File: config.mk
export PLATFORM = sky130hd
export DESIGN_NAME = usb_ctrl_xfer_host
export DESIGN_NICKNAME = d
export VERILOG_FILES = /design/src/rtl/usb_ctrl_xfer_host.sv
export SDC_FILE = /design/constraint.sdc
export NUM_CORES = 1
export LEC_CHECK = 0
export ABC_AREA = 0
export BUFFER_PORTS_ARGS = -buffer_cell sky130_fd_sc_hd__clkbuf_2
export CORE_AREA = 2 2 177 179
export DETAILED_ROUTE_END_ITERATION = 6
export DIE_AREA = 0 0 179 181
export GPL_ROUTABILITY_DRIVEN = 1
export PLACE_DENSITY = 0.49
export SYNTH_ARGS = -nofsm -noshare
export SYNTH_HDL_FRONTEND = slang
export SYNTH_SLANG_ARGS = --single-unit
File: constraint.sdc
create_clock -name clk_i -period 7.15 [get_ports clk_i]
set_clock_uncertainty 0.05 [all_clocks]
set_input_delay 1.43 -clock clk_i [delete_from_list [all_inputs] [get_ports clk_i]]
set_output_delay 1.43 -clock clk_i [all_outputs]
set_load 0.01 [all_outputs]
File: src/rtl/usb_ctrl_xfer_host.sv
// Host-side control-transfer initiator: writes a SETUP packet into a control endpoint,
// runs the IN data stage (device-to-host only) and the status stage, then reports the outcome.
module usb_ctrl_xfer_host #(
  parameter int unsigned MaxPktSizeByte = 32,
  parameter int unsigned PktW           = $clog2(MaxPktSizeByte),
  parameter int unsigned TimeoutCycles  = 1024
) (
  input  logic            clk_i,
  input  logic            rst_ni,
  input  logic            req_valid_i,
  output logic            req_ready_o,
  input  logic [63:0]     req_setup_i,
  output logic            rsp_valid_o,
  output logic [7:0]      rsp_data_o,
  output logic            done_o,
  output logic            stall_o,
  output logic            err_o,
  output logic [15:0]     xfer_len_o,
  output logic            out_ep_data_put_o,
  output logic [PktW-1:0] out_ep_put_addr_o,
  output logic [7:0]      out_ep_data_o,
  output logic            out_ep_acked_o,
  output logic            out_ep_rollback_o,
  output logic            out_ep_setup_o,
  output logic            in_ep_data_get_o,
  output logic [PktW-1:0] in_ep_get_addr_o,
  output logic            in_ep_acked_o,
  output logic            in_ep_rollback_o,
  input  logic            in_ep_has_data_i,
  input  logic [7:0]      in_ep_data_i,
  input  logic            in_ep_stall_i
);

  localparam int unsigned TimerW  = $clog2(TimeoutCycles + 1);
  localparam int unsigned PktCntW = $clog2(MaxPktSizeByte + 1);
  localparam logic [TimerW-1:0]  TimerMax = TimerW'(TimeoutCycles);
  localparam logic [PktCntW-1:0] PktMax   = PktCntW'(MaxPktSizeByte);

  typedef enum logic [2:0] {
    IDLE, SETUP_WR, SETUP_ACK, DATA_IN, IN_ACK, STATUS_OUT, STATUS_IN, DONE
  } state_e;

  state_e              state_reg, state_next;
  logic [63:0]         setup_reg, setup_next;
  logic [2:0]          idx_reg, idx_next;
  logic [15:0]         count_reg, count_next;
  logic [PktCntW-1:0]  pkt_idx_reg, pkt_idx_next;
  logic [TimerW-1:0]   timer_reg, timer_next;
  logic                stall_reg, stall_next;
  logic                err_reg, err_next;
  logic                rsp_valid_reg;
  logic [7:0]          rsp_data_reg;
  logic [15:0]         wlen;
  logic                get_en;

  assign wlen   = setup_reg[63:48];
  assign get_en = (state_reg == DATA_IN) && !in_ep_stall_i && in_ep_has_data_i &&
                  (count_reg < wlen) && (pkt_idx_reg < PktMax);

  always_ff @(posedge clk_i or negedge rst_ni) begin
    if (!rst_ni) begin
      state_reg     <= IDLE;
      setup_reg     <= '0;
      idx_reg       <= '0;
      count_reg     <= '0;
      pkt_idx_reg   <= '0;
      timer_reg     <= '0;
      stall_reg     <= 1'b0;
      err_reg       <= 1'b0;
      rsp_valid_reg <= 1'b0;
      rsp_data_reg  <= '0;
    end else begin
      state_reg     <= state_next;
      setup_reg     <= setup_next;
      idx_reg       <= idx_next;
      count_reg     <= count_next;
      pkt_idx_reg   <= pkt_idx_next;
      timer_reg     <= timer_next;
      stall_reg     <= stall_next;
      err_reg       <= err_next;
      rsp_valid_reg <= get_en;
      if (get_en) begin
        rsp_data_reg <= in_ep_data_i;
      end
    end
  end

  always_comb begin
    state_next   = state_reg;
    setup_next   = setup_reg;
    idx_next     = idx_reg;
    count_next   = count_reg;
    pkt_idx_next = pkt_idx_reg;
    timer_next   = timer_reg;
    stall_next   = stall_reg;
    err_next     = err_reg;
    case (state_reg)
      IDLE: begin
        if (req_valid_i) begin
          setup_next   = req_setup_i;
          idx_next     = '0;
          count_next   = '0;
          pkt_idx_next = '0;
          timer_next   = '0;
          stall_next   = 1'b0;
          err_next     = 1'b0;
          // Host-to-device requests with a data stage are rejected before touching the bus.
          if (!req_setup_i[7] && (req_setup_i[63:48] != 16'd0)) begin
            err_next   = 1'b1;
            state_next = DONE;
          end else begin
            state_next = SETUP_WR;
          end
        end
      end
      SETUP_WR: begin
        idx_next = idx_reg + 3'd1;
        if (idx_reg == 3'd7) begin
          state_next = SETUP_ACK;
        end
      end
      SETUP_ACK: begin
        state_next = (wlen == 16'd0) ? STATUS_IN : DATA_IN;
      end
      DATA_IN: begin
        if (in_ep_stall_i) begin
          stall_next = 1'b1;
          state_next = DONE;
        end else if (get_en) begin
          count_next   = count_reg + 16'd1;
          pkt_idx_next = pkt_idx_reg + PktCntW'(1);
          if ((count_next == wlen) || (pkt_idx_next == PktMax)) begin
            state_next = IN_ACK;
          end
        end else if (pkt_idx_reg != '0) begin
          // Endpoint ran dry mid-packet: this is a short packet.
          state_next = IN_ACK;
        end else if (!in_ep_has_data_i) begin
          if (timer_reg != TimerMax) begin
            timer_next = timer_reg + TimerW'(1);
          end
          if (timer_next == TimerMax) begin
            err_next   = 1'b1;
            state_next = DONE;
          end
        end
      end
      IN_ACK: begin
        pkt_idx_next = '0;
        state_next   = ((count_reg < wlen) && in_ep_has_data_i) ? DATA_IN : STATUS_OUT;
      end
      STATUS_OUT: begin
        state_next = DONE;
      end
      STATUS_IN: begin
        if (in_ep_stall_i) begin
          stall_next = 1'b1;
          state_next = DONE;
        end else if (in_ep_has_data_i) begin
          state_next = DONE;
        end else begin
          if (timer_reg != TimerMax) begin
            timer_next = timer_reg + TimerW'(1);
          end
          if (timer_next == TimerMax) begin
            err_next   = 1'b1;
            state_next = DONE;
          end
        end
      end
      DONE: begin
        state_next = IDLE;
      end
      default: begin
        state_next = IDLE;
      end
    endcase
  end

  always_comb begin
    req_ready_o       = (state_reg == IDLE);
    done_o            = 1'b0;
    stall_o           = 1'b0;
    err_o             = 1'b0;
    xfer_len_o        = '0;
    out_ep_data_put_o = 1'b0;
    out_ep_put_addr_o = '0;
    out_ep_data_o     = '0;
    out_ep_acked_o    = 1'b0;
    out_ep_setup_o    = 1'b0;
    in_ep_data_get_o  = 1'b0;
    in_ep_get_addr_o  = '0;
    in_ep_acked_o     = 1'b0;
    case (state_reg)
      SETUP_WR: begin
        out_ep_setup_o    = 1'b1;
        out_ep_data_put_o = 1'b1;
        out_ep_put_addr_o = PktW'(idx_reg);
        out_ep_data_o     = setup_reg[{idx_reg, 3'b000} +: 8];
      end
      SETUP_ACK: begin
        out_ep_acked_o = 1'b1;
        out_ep_setup_o = 1'b1;
      end
      DATA_IN: begin
        in_ep_data_get_o = get_en;
        if (get_en) begin
          in_ep_get_addr_o = PktW'(pkt_idx_reg);
        end
      end
      IN_ACK: begin
        in_ep_acked_o = 1'b1;
      end
      STATUS_OUT: begin
        out_ep_acked_o = 1'b1;
      end
      STATUS_IN: begin
        in_ep_acked_o = in_ep_has_data_i && !in_ep_stall_i;
      end
      DONE: begin
        done_o     = 1'b1;
        stall_o    = stall_reg;
        err_o      = err_reg;
        xfer_len_o = count_reg;
      end
      default: begin
      end
    endcase
  end

  assign rsp_valid_o       = rsp_valid_reg;
  assign rsp_data_o        = rsp_data_reg;
  assign out_ep_rollback_o = 1'b0;
  assign in_ep_rollback_o  = 1'b0;

endmodule

# ---- Word level (Yosys, flattened, before mapping)
# Cells that the tools add are included.
dict set report word_totals {
  ff_bits 114
  input_bits 77
  output_inout_bits 54
}
dict set report classes {
  n_addsub 4
  n_lt_le_gt_ge 2
  eq_ne 29
  shifts 1
  muxes 68
  n_reduce_logical 30
}
# op count
set op_table {}
lappend op_table {{2-to-1 mux 11 bit} 15}
lappend op_table {{2-to-1 mux 16 bit} 4}
lappend op_table {{variable part select 64 x 7 -> 8 bit} 1}
lappend op_table {{2-to-1 mux 3 bit} 16}
lappend op_table {{case mux 11 bit (3 select lines)} 1}
lappend op_table {{case mux 16 bit (2 select lines)} 1}
lappend op_table {{case mux 3 bit (8 select lines)} 1}
lappend op_table {{equality test 11 bit, second input constant} 2}
lappend op_table {{inequality test 2 bit, second input constant} 10}
lappend op_table {{2-to-1 mux 1 bit} 19}
lappend op_table {{2-to-1 mux 6 bit} 3}
lappend op_table {{case mux 6 bit (3 select lines)} 1}
lappend op_table {{adder 16 x 1 -> 16 bit, second input constant} 1}
lappend op_table {{equality test 16 bit} 1}
lappend op_table {{zero test 16 bit} 1}
lappend op_table {{< comparator 16 bit} 1}
lappend op_table {{nonzero test 16 bit} 1}
lappend op_table {{equality test 3 bit, second input constant} 5}
lappend op_table {{adder 11 x 1 -> 11 bit, second input constant} 1}
lappend op_table {{inequality test 11 bit, second input constant} 1}
lappend op_table {{2-to-1 mux 5 bit} 2}
lappend op_table {{AND reduction 10 bit} 1}
lappend op_table {{2-to-1 mux 8 bit} 1}
lappend op_table {{AND reduction 4 bit} 2}
lappend op_table {{other kinds (26)} 42}

# ---- Depth between registers and ports, before layout
# Gate-level depths: netlist (run 1).
dict set report logic_depth {
  ltp_word 15
  ltp_mapped 11
  depth_no_buf 9
}

# ---- Worst setup path before layout (run 1)
# Ideal clock, no wire load.
dict set report synth_timing {
  path_kind {in2out}
  start {in in_ep_stall_i}
  end {out in_ep_data_get_o}
  t_arrival_ns 2.909
  required_ns 5.670
  path_slack_ns 2.761
  stages 3
  cell_sequence {or3_4 or4_4 a2111oi_0}
}
dict set report synth_between {
  elab_chain_len 6
}
# item line
set synth_lines {}
lappend synth_lines {{start: declaration} 31} ;# input logic in_ep_stall_i
lappend synth_lines {{zero test 1 bit} 57} ;# assign get_en = (state_reg == DATA_IN) && !in_ep_stall_i && in_ep_has_data_i &&
lappend synth_lines {{logical AND 1 bit (3 in a row)} 57}
lappend synth_lines {{logical AND 1 bit} 58} ;# (count_reg < wlen) && (pkt_idx_reg < PktMax);
lappend synth_lines {{2-to-1 mux 1 bit} 194} ;# case (state_reg)
lappend synth_lines {{end: declaration} 25} ;# output logic in_ep_data_get_o,
# Every way passes these cells.

# ---- Worst setup path in the final report (run 1)
dict set report layout_timing {
  start {in in_ep_stall_i}
  end {out in_ep_get_addr_o[4]}
}
dict set report layout_between {
  elab_chain_len 7
}
# item line
set layout_lines {}
lappend layout_lines {{zero test 1 bit} 57}
lappend layout_lines {{logical AND 1 bit (3 in a row)} 57}
lappend layout_lines {{logical AND 1 bit} 58}
lappend layout_lines {{net get_en} 54} ;# logic get_en;
lappend layout_lines {{2-to-1 mux 5 bit} 207} ;# if (get_en) begin
lappend layout_lines {{2-to-1 mux 5 bit} 194}
lappend layout_lines {{end: declaration} 26} ;# output logic [PktW-1:0] in_ep_get_addr_o,
# The timed path passes the listed nets, and every way through them passes these cells.

==> results of run 1 <==
-- per-stage QoR --
step	area, um2	std cells	worst slack [ns]	util
finish	8490	1219	2.25	0.280
global route	8490	1219	2.05	0.280
CTS	8490	1218	2.18	0.280
detailed placement	7910	1186	2.19	0.260
global placement	7910	1186	2.21	0.260
floorplan	6940	699	2.76	-
-- layout by cell type, fill, tap and decap left out, drive strengths merged, types with 17 or more instances in the layout --
cell type  count
nand3         19
dfrtp        114
nor2          42
nand2         81
ha            23
o21ai         71
inv           41
clkbuf       142
a21oi         17
and2          27
mux2          50
-- cell type report --
cell class                 instances  area share
clock inverter                    15      0.0189
timing repair buffer             132      0.0798
multi-input combinational        513       0.443
inverter                          31      0.0137
tap                              396      0.0583
sequential                       114       0.336
clock buffer                      17      0.0501
antenna                            1    0.000295
-- critical path, cell delays in order --
cell and delay [ns]:
clkbuf_2 0.14, or3_4 0.41, or4_4 0.45, a2111oi_4 0.58, and4_1 0.28, clkbuf_2 0.14
-- logic make-up after synthesis --
group / synth area share
XOR/XNOR: 0.0303
buffers and inverters: 0.0473
AO/OA/AOI/OAI: 0.143
adder cells (fa/ha/maj): 0.0415
AND/OR/NAND/NOR: 0.176
multiplexers: 0.149
flip-flops: 0.412
other: 0.000541
-- report_power, final --
part | total (mW) | internal, mW | switching (mW)
Combinational | 1.18 | 0.581 | 0.598
Sequential | 1.16 | 0.889 | 0.274
Clock | 0.871 | 0.496 | 0.375
Total | 3.21 | 1.97 | 1.25
-- layer usage --
metal / part of all wire / vias to the layer above
met4: 0.012 / 2
met2: 0.50 / 133
met1: 0.43 / 2874
met3: 0.055 / 22
li1: - / 2736
met5: 0.00061 / -
-- final timing paths --
| kind | start | end | slack, ns | cells after the start |
|---|---|---|---|---|
| max | in_ep_stall_i | in_ep_get_addr_o[4] | 2.25 | 6 |
| min | rsp_data_o[7] | rsp_data_o[7] | 0.42 | 2 |
| max reg2reg | idx_reg[1] | state_reg[1] | 3.95 | 8 |
| min reg2reg | rsp_data_o[7] | rsp_data_o[7] | 0.42 | 2 |
| max in group asynchronous | rst_ni | idx_reg[2] | 4.71 | 2 |
| min in group asynchronous | rst_ni | timer_reg[7] | 1.00 | 1 |
==> results.json, run 1 <==
{
  "status": "complete, no violations",
  "placementRows": 64,
  "firstDrtPassIters": 5,
  "die_area_mm2": 0.0324,
  "yosysSeqAreaShare": 0.412,
  "die_width_um": 179,
  "hp-class": "reg2reg",
  "leakagePower_nw": 3.76,
  "max_slew_margin": 0.315,
  "hpwl_mm": 15.9,
  "io_pins": 131,
  "place_congestion": 0.867,
  "overflow": 0,
  "worstSkewPairLatency_ns": 0.42,
  "netlist_top_cells_count": "114 x dfrtp_1, 79 x nand2_1, 65 x o21ai_0",
  "hold_viol_final": 0,
  "whs_ns": 0.416,
  "cts_max_level": 4,
  "viasPerCell": 4.73,
  "cap_viol_max_count": 0,
  "crit_fanout": 8,
  "clk_path_buf_depth": 2,
  "portBuffers": 126,
  "fin_setup_tns_ns": 0,
  "setup_viol": 0,
  "cp.arrival_ns": 3.42,
  "drive_above_1_share": 0.308,
  "crit_type": "in2out",
  "ys_warn_count": 0,
  "synthFlopType": "dfrtp_1",
  "power_mw": 3.21,
  "grt_use_met2": 0.222,
  "grt_pass1_wl_mm": 33.3,
  "nFillCells": 3207,
  "synth-edff-count": 0,
  "initial_core_util": 0.228,
  "largest_register_ffs": 64,
  "critPathLaunchType": "input pin",
  "async_reset_ff_frac": 1.00,
  "syn2layout_area_growth_pct": 22.5,
  "vias": 5767,
  "yosys.area.top_type": "dfrtp_1",
  "finalMaxSlewViolations": 0,
  "final_nets": 909,
  "cts_inserted_buffers": 17,
  "ff_latch_area_mm2": 0.00285,
  "netlist_top_cells_area": "dfrtp_1 41%, mux2_2 8.1%, mux4_2 5.2%",
  "synthCells": 696,
  "wirelength_mm": 21.4,
  "period_needed_ns": 4.90,
  "multiInputGateArea_mm2": 0.00376,
  "cts_root_buffer": "clkbuf_16",
  "ys_ff_latch": 114,
  "tightestPinTransition_ns": 1.02,
  "synthesis.area_mm2": 0.00693,
  "tritoncts": "built",
  "post_cts_resized": 0,
  "synth_top_area_frac": 0.412,
  "ir_worst_vdd_v": 0.000129,
  "ant_nets": 0,
  "avgSynthCellArea_um2": 9.96,
  "cts_sinks": 114,
  "fin_crit_sh": 0.685,
  "grt_max_degree": 78,
  "cp-end-kind": "primary output",
  "grt_use_met1": 0.174,
  "drt-initial-drc-count": 449,
  "antenna_found_initial": 2,
  "rsz0062_at_grt": "false",
  "route.detailed.drc": 0,
  "grt_pass1_vias": 5605,
  "cp.required_ns": 5.67,
  "p_per_area_mw_per_mm2": 378,
  "ys_types": 77,
  "yosysMostFrequentCell": "dfrtp_1",
  "use_met3": 0.0335,
  "grt.busiest_layer": "met2",
  "cts.clk_slew.worst_paths_ns": 0.06,
  "dieHeight_um": 181,
  "postCtsHoldBufs": 0,
  "coreArea_mm2": 0.0303,
  "wl_per_cell_um": 17.5,
  "post_cts_buffers": 0,
  "max_freq_ghz": 0.204,
  "grt_use_total": 0.134
}
Note: power is estimated with default switching activity, not from simulation.
==> run 2: changes to the inputs <==
--- a/config.mk
+++ b/config.mk
@@ -11,7 +11,7 @@
 export DETAILED_ROUTE_END_ITERATION = 6
 export DIE_AREA = 0 0 179 181
 export GPL_ROUTABILITY_DRIVEN = 1
-export PLACE_DENSITY = 0.49
+export PLACE_DENSITY = 0.5
 export SYNTH_ARGS = -nofsm -noshare
 export SYNTH_HDL_FRONTEND = slang
 export SYNTH_SLANG_ARGS = --single-unit
==> constraint.sdc (replaced) <==
create_clock -name clk_i -period 4.41 [get_ports clk_i]
set_clock_uncertainty 0.05 [all_clocks]
set_input_delay 0.882 -clock clk_i [delete_from_list [all_inputs] [get_ports clk_i]]
set_output_delay 0.882 -clock clk_i [all_outputs]
set_load 0.01 [all_outputs]
==> results.json, run 2 (synthesis gave the netlist of run 1 again) <==
{
  "io_pins": 131,
  "dieHeight_um": 181,
  "coreArea_mm2": 0.0303,
  "grt_pass1_vias": 5684,
  "hpwl_mm": 16.2,
  "max_slew_margin": 0.542,
  "cpMaxStageDelayCell": "o31ai_1",
  "power_mw": 5.21,
  "combPwrFrac": 0.375,
  "hp-class": "reg2reg",
  "cts_root_buffer": "clkbuf_16",
  "cap_viol_max_count": 0,
  "critPathLaunchType": "flop",
  "crit_cells": 10,
  "largest_register_ffs": 64,
  "portBuffers": 126,
  "crit_type": "reg2out",
  "initial_core_util": 0.228,
  "clockPowerShare": 0.270,
  "post_cts_buffers": 0,
  "final_cell_mix": "125 x clkbuf_2, 114 x dfrtp_1, 79 x nand2_1",
  "final_core_util": 0.282,
  "hold_viol_final": 0,
  "cts_max_level": 4,
  "min_from": "rsp_data_o[5]",
  "ant_nets": 0,
  "die_area_mm2": 0.0324,
  "rsz0062_at_grt": "false",
  "post_cts_resized": 0,
  "tightestPinTransition_ns": 0.687,
  "power_frac_seq": 0.355,
  "viasPerCell": 4.70,
  "ir_worst_vdd_v": 0.000184,
  "vias": 5763,
  "fin_cells": 1226,
  "cp.required_ns": 3.48,
  "crit_chain": "inv_1 > ha_1 > a21o_1 > a211o_1 > o31ai_1 > nor2_1 > a2111oi_4 > buf_4 > and4_1 > clkbuf_2",
  "dpl-instance-area_mm2": 0.00797,
  "r2r_slack_ns": 1.22,
  "drive_above_1_share": 0.314,
  "cts_inserted_buffers": 17,
  "die_width_um": 179,
  "syn2layout_area_growth_pct": 23.5,
  "placedCellCount": 1193,
  "max_freq_ghz": 0.246,
  "finalMaxSlewViolations": 0,
  "place_congestion": 0.842,
  "r2r_cells": 7,
  "whs_ns": 0.418,
  "antenna_found_initial": 1,
  "critPathTopFamily": "compound AO/OA/AOI/OAI gates",
  "grt_use_total": 0.137,
  "leakagePower_nw": 3.80,
  "crit_fanout": 8,
  "cp-end-kind": "primary output",
  "nFillCells": 3230,
  "final_nets": 916,
  "fin_setup_tns_ns": 0,
  "clk_path_buf_depth": 2,
  "p_sw_mw": 2.01,
  "overflow": 0,
  "reg2reg_from": "state_reg[1]",
  "period_needed_ns": 4.06,
  "fin_crit_sh": 0.920,
  "intPower_mw": 3.20,
  "slowest_delay_ns": 0.45,
  "p_per_area_mw_per_mm2": 609,
  "postCtsHoldBufs": 0,
  "route.detailed.drc": 0,
  "mostFrequentLayoutCell": "clkbuf_2",
  "tritoncts": "built",
  "wirelength_mm": 21.5,
  "crit_end": "in_ep_get_addr_o[4]",
  "cp.arrival_ns": 3.13,
  "crit_path_start": "setup_reg[51]",
  "p_sw_frac": 0.386,
  "worstSkewPairLatency_ns": 0.42,
  "cts_sinks": 114,
  "cts.clk_slew.worst_paths_ns": 0.06,
  "design_area_mm2": 0.00856,
  "dp_slack_ns": 0.708,
  "setup_viol": 0,
  "drt-initial-drc-count": 394,
  "firstDrtPassIters": 5,
  "grt_max_degree": 71,
  "path_buf_inv": 3,
  "r2r_end": "state_reg[0]",
  "status": "complete, no violations",
  "grt_pass1_wl_mm": 33.6,
  "wl_per_cell_um": 17.5,
  "setup_ws_ns": 0.352,
  "placementRows": 64
}
==> run 2: cell count changes in the layout (fill, tap and decap cells not counted), sizes merged <==
cell | before | now
buf | 7 | 14
clkinv | 2 | 1
clkinvlp | 2 | 3
==> run 2: power groups by stage <==
stage / clock network, mW / logic (mW) / registers [mW]
2_1_floorplan: 0 / 1.50 / 1.68
3_3_place_gp: 0 / 1.95 / 1.86
3_5_place_dp: 0 / 1.98 / 1.87
4_1_cts: 1.44 / 1.99 / 1.85
5_1_grt: 1.49 / 2.18 / 1.92
6_report: 1.41 / 1.96 / 1.85
==> run 2: worst min-delay path by stage <==
stage | endpoint | slack [ns] | cells after the start
2_1_floorplan | err_reg | 0.41 | 1
3_3_place_gp | rsp_data_o[3] | 0.40 | 2
3_5_place_dp | rsp_data_o[4] | 0.41 | 2
4_1_cts | rsp_data_o[1] | 0.42 | 2
5_1_grt | rsp_data_o[2] | 0.44 | 2
6_report | rsp_data_o[5] | 0.42 | 2
==> run 2: final cells by class <==
cell class	count	area [um2]	area share
antenna	1	2.50	0.000292
clock buffer	17	425	0.0497
sequential	114	2850	0.333
clock inverter	15	159	0.0186
multi-input combinational	513	3760	0.440
tap	396	495	0.0579
inverter	31	116	0.0136
timing repair buffer	139	743	0.0869
==> run 2: worst reg2reg max path, delay by kind of cell (launching register included) <==
family	cells	cell delay, ns
and+or+nand+nor	3	0.91
DFF	1	0.67
AOI/OAI and AO/OA	4	1.42
==> run 2: layer usage <==
metal | global-route usage | vias up | part of all wire
li1 | - | 2755 | -
met1 | 0.177 | 2867 | 0.44
met2 | 0.227 | 122 | 0.50
met3 | 0.0337 | 19 | 0.049
met4 | 0.0371 | 0 | 0.013
met5 | 0 | - | 0
